File: src/rtl/x_wrr_arbiter.sv
// Weighted round-robin row arbiter: one registered one-hot grant at a time, held until the
// consumer acknowledges or the winning request drops.
module x_wrr_arbiter #(
  parameter int unsigned WIDTH    = 8,
  parameter int unsigned X_WIDTH  = $clog2(WIDTH),
  parameter int unsigned WEIGHT_W = 4
) (
  input  logic                      clk_i,
  input  logic                      reset_i,
  input  logic                      enable_i,
  input  logic [WIDTH-1:0]          req_i,
  input  logic [WIDTH*WEIGHT_W-1:0] weight_i,
  input  logic                      ack_i,
  output logic [WIDTH-1:0]          x_gnt_o,
  output logic [X_WIDTH-1:0]        xadd_o,
  output logic                      valid_o
);

  typedef enum logic {StIdle, StGrant} state_e;

  state_e                state_q, state_d;
  logic [X_WIDTH-1:0]    ptr_q, ptr_d;
  logic [X_WIDTH-1:0]    win_q, win_d;
  logic [X_WIDTH-1:0]    xadd_q, xadd_d;
  logic [WEIGHT_W-1:0]   used_q, used_d;
  logic [WEIGHT_W-1:0]   wt_q, wt_d;
  logic [WIDTH-1:0]      gnt_q, gnt_d;
  logic                  valid_q, valid_d;

  logic [WIDTH-1:0]      rot;
  logic [X_WIDTH:0]      sum;
  logic [X_WIDTH-1:0]    pick;
  logic [WEIGHT_W-1:0]   w_sel;
  logic [X_WIDTH-1:0]    ptr_adv;
  logic                  keep;

  // Rotate requests so bit 0 is the pointer position; the lowest set bit is the winner.
  always_comb begin
    rot  = WIDTH'({req_i, req_i} >> ptr_q);
    sum  = '0;
    pick = '0;
    for (int i = WIDTH - 1; i >= 0; i--) begin
      if (rot[i]) begin
        sum = {1'b0, ptr_q} + (X_WIDTH + 1)'(i);
        if (sum >= (X_WIDTH + 1)'(WIDTH)) begin
          sum = sum - (X_WIDTH + 1)'(WIDTH);
        end
        pick = sum[X_WIDTH-1:0];
      end
    end
  end

  assign w_sel   = WEIGHT_W'(weight_i >> (pick * WEIGHT_W));
  assign ptr_adv = (win_q == X_WIDTH'(WIDTH - 1)) ? '0 : win_q + 1'b1;
  // Winner keeps priority only while it still requests and has credit left.
  assign keep    = ack_i && req_i[win_q] && (({1'b0, used_q} + 1'b1) < {1'b0, wt_q});

  always_comb begin
    state_d = state_q;
    ptr_d   = ptr_q;
    win_d   = win_q;
    xadd_d  = xadd_q;
    used_d  = used_q;
    wt_d    = wt_q;
    gnt_d   = gnt_q;
    valid_d = valid_q;
    unique case (state_q)
      StIdle: begin
        if (enable_i && |req_i) begin
          state_d = StGrant;
          win_d   = pick;
          wt_d    = (w_sel == '0) ? WEIGHT_W'(1) : w_sel;
          gnt_d   = WIDTH'(1) << pick;
          xadd_d  = pick;
          valid_d = 1'b1;
        end
      end
      StGrant: begin
        if (ack_i || !req_i[win_q]) begin
          state_d = StIdle;
          gnt_d   = '0;
          xadd_d  = '0;
          valid_d = 1'b0;
          if (keep) begin
            used_d = used_q + 1'b1;
            ptr_d  = win_q;
          end else begin
            used_d = '0;
            ptr_d  = ptr_adv;
          end
        end
      end
      default: state_d = StIdle;
    endcase
  end

  always_ff @(posedge clk_i) begin
    if (!reset_i) begin
      state_q <= StIdle;
      ptr_q   <= '0;
      win_q   <= '0;
      xadd_q  <= '0;
      used_q  <= '0;
      wt_q    <= '0;
      gnt_q   <= '0;
      valid_q <= 1'b0;
    end else begin
      state_q <= state_d;
      ptr_q   <= ptr_d;
      win_q   <= win_d;
      xadd_q  <= xadd_d;
      used_q  <= used_d;
      wt_q    <= wt_d;
      gnt_q   <= gnt_d;
      valid_q <= valid_d;
    end
  end

  assign x_gnt_o = gnt_q;
  assign xadd_o  = xadd_q;
  assign valid_o = valid_q;

endmodule
File: config.mk
export PLATFORM = sky130hd
export DESIGN_NAME = x_wrr_arbiter
export DESIGN_NICKNAME = d
export VERILOG_FILES = /design/src/rtl/x_wrr_arbiter.sv
export SDC_FILE = /design/constraint.sdc
export NUM_CORES = 1
export LEC_CHECK = 0
export CAP_MARGIN = 20
export CORE_UTILIZATION = 48
export CTS_BUF_LIST = sky130_fd_sc_hd__clkbuf_4
export CTS_CLUSTER_DIAMETER = 80
export DETAILED_ROUTE_END_ITERATION = 10
export GPL_ROUTABILITY_DRIVEN = 0
export PLACE_DENSITY = 0.79
export SYNTH_ARGS = -nofsm -noshare
export SYNTH_HDL_FRONTEND = slang
export SYNTH_SLANG_ARGS = --single-unit
File: constraint.sdc
create_clock -name clk_i -period 4.1 [get_ports clk_i]
set_input_delay 1.23 -clock clk_i [delete_from_list [all_inputs] [get_ports clk_i]]
set_output_delay 1.23 -clock clk_i [all_outputs]
set_load 0.03 [all_outputs]
==> results.py <==
metrics = {
    "setup_path": {
        "reg2reg_slack_ns": 0.47,
        "worstPathArrival_ns": 4.22,
        "path_max_fanout": 4,
        "reg2reg_from": "ptr_q[0]",
        "timing.critical_path.from": "req_i[0]",
        "cp.required_ns": 4.34,
        "path_class": "in2reg",
        "start_kind": "primary input",
        "endpoint_kind": "flip-flop",
    },
    "cells_and_area": {
        "area_growth_pct": 36.9,
        "drive_gt1_share_pct": 21.0,
        "fin_util_pct": 68.2,
        "fill_cells": 456,
        "final_cell_mix": "clkdlybuf4s50_1, buf_4, dfxtp_1",
        "n_antenna_cell": 0,
        "final_common_cell": "clkdlybuf4s50_1",
        "nNetsFinal": 438,
    },
    "die": {
        "num_rows": 26,
        "core_area_um2": 5140,
        "pin_count": 56,
        "die_h_um": 75.1,
        "die_width_um": 75.1,
        "start_util_pct": 49.9,
        "die_area_um2": 5630,
    },
    "detailed_routing": {
        "totalWireLength_mm": 7.01,
        "postRouteAntennaNets": 0,
        "drcViolationCount": 0,
        "drt_iter0_markers": 217,
        "vias": 2693,
        "wl_per_cell_um": 15.4,
        "viasPerCell": 5.92,
        "drt-pass1-iter-count": 6,
    },
    "global_route": {
        "antenna_found_initial": 0,
        "grt_max_degree": 27,
        "grt_pass1_wl_mm": 11.5,
        "grt_pass1_vias": 2482,
        "grtUsageTotal_pct": 26.2,
        "overflow": 0,
    },
    "cts": {
        "cts.sink_count": 27,
        "root_buffer": "clkbuf_4",
        "clkLatencyLatePin_ns": 0.34,
        "clock_path_buffers": 2,
        "clk_pin_slew_ns": 0.13,
        "cts_buffers": 3,
        "htreeDepth": 1,
        "cts_tree": "built",
    },
    "power_and_ir_drop": {
        "p_total_uw": 1050,
        "p_leak_uw": 0.00145,
        "vdd_drop_max_uv": 191,
        "power.density_nw_per_um2": 299,
    },
    "place": {
        "port-buffer-count": 55,
        "dp_hpwl_mm": 5.53,
    },
    "run_status": {
        "outcome": "finished, final reports clean",
    },
    "timing": {
        "max_slew_margin_pct": 41.6,
        "min_period_over_period_pct": 97.0,
        "tightest_slew_ns": 0.875,
        "fmax_mhz": 252,
        "finClkSkew_ns": 0.0135,
        "final-setup-viol-count": 0,
        "finalHoldViolCount": 0,
        "final-max-slew-violation-count": 0,
        "grt_setup_unrepaired": "no",
        "fin_crit_ns": 3.98,
    },
    "yosys": {
        "avgSynthCellArea_um2": 8.54,
        "synth-seq-cells": 27,
        "synth_edf_count": 0,
        "ys_seq_area_share_pct": 21.1,
        "yosysUniqueCellTypes": 63,
        "netlist_area_um2": 2560,
        "synth_top_flop_cell": "dfxtp_1",
        "ys_warn_count": 0,
        "netlist_instances": 300,
        "syn_nets": 352,
        "async_reset_ff_share_pct": 0,
    },
    "min_path": {
        "hp-class": "reg2reg",
        "hp-start": "x_gnt_o[7]",
    },
    "job": {
        "maxCapViolCount": 0,
    },
}
==> power breakdown <==
group | switching, uW | internal, uW | leakage (uW) | total, uW
sequential | 25.6 | 285 | 0.000220 | 311
clock | 81.6 | 44.9 | 0.0000184 | 127
combinational | 293 | 319 | 0.00121 | 612
total | 400 | 650 | 0.00145 | 1050
==> layer usage <==
| layer | track usage (%) | part of all wire, % | vias up |
|---|---|---|---|
| met3 | 3.21 | 6.6 | 12 |
| met4 | 2.94 | 1.1 | 0 |
| met1 | 37.3 | 44 | 1257 |
| li1 | - | - | 1307 |
| met5 | 0 | 0 | - |
| met2 | 43.9 | 48 | 117 |
==> worst paths after layout <==
check / to / cells after the start
max: wt_q[2] / 10
min: x_gnt_o[7] / 2
max reg2reg: wt_q[2] / 11
min reg2reg: x_gnt_o[7] / 2
==> cells by family (layout without fill, tap and decap cells) <==
family          Yosys count  after routing  synth area share [%]
compound gates           80             80                  21.2
flops                    27             27                  21.1
simple gates             99             99                  20.2
xor+xnor                  2              2                 0.684
buf+inv                  37            122                  6.84
fa+ha+maj                 8              8                  3.91
mux                      47             47                  26.0
==> timing repair <==
item / in CTS / in global routing
hold buffers: 0 / 0
buffers inserted: 0 / 0
endpoints found under the setup margin: 0 / 6
resized for setup: 0 / 10
==> cells in the mapped netlist (4+ instances only) <==
cell type  count  area share (%)
a211oi_1      12             3.5
a21oi_1       26             5.1
a22oi_1        6             1.8
and3_1         4            0.98
buf_2          4            0.78
clkbuf_1      13             1.9
dfxtp_1       27              21
ha_1           8             3.9
inv_1         13             1.9
mux2_2         5             2.2
mux2i_1       24             9.4
mux4_2        12              11
nand2_1       26             3.8
nand2b_1       4            0.98
nand3_1        5            0.98
nand3b_1       4             1.2
nor2_1        22             3.2
nor2b_1        4            0.98
nor3_1         6             1.2
nor4_1         5             1.2
o21ai_0        9             1.8
or3_1          4            0.98
==> flip-flops by register name (all words and copies together) (netlist names) <==
name and count:
x_gnt_o 8, win_q 3, ptr_q 3, xadd_o 3, wt_q 4, valid_o 1, state_q 1, used_q 4
==> stage by stage <==
step | area, um2 | hold WS [ns] | instances | setup slack (ns) | TNS, ns
3_3_place_gp | 3450 | 0.442 | 451 | -0.219 | -1.25
6_report | 3510 | 0.467 | 455 | 0.125 | 0
5_1_grt | 3510 | 0.497 | 455 | 0.00847 | 0
3_5_place_dp | 3450 | 0.451 | 451 | -0.287 | -2.14
2_1_floorplan | 2560 | 0.440 | 300 | 0.195 | 0
4_1_cts | 3480 | 0.469 | 455 | 0.0575 | 0
==> cell type report <==
type                    count  area (um2)  share of cell area, %
inverters                  15        56.3                   1.61
well taps                  70        87.6                   2.50
flip-flops and latches     27         541                   15.4
clock buffers               4        30.0                  0.856
repair buffers            103         941                   26.8
multi-input cells         236        1850                   52.8
==> critical path, stage by stage <==
cell and delay (ns):
clkdlybuf4s50_1 0.45, mux4_2 0.50, mux2_2 0.31, a221o_1 0.30, a311o_1 0.30, and3_2 0.26, nor2_2 0.13, mux4_2 0.32
o211a_1 0.24, a211oi_1 0.19
No activity file was read; power rests on OpenSTA's default activity.
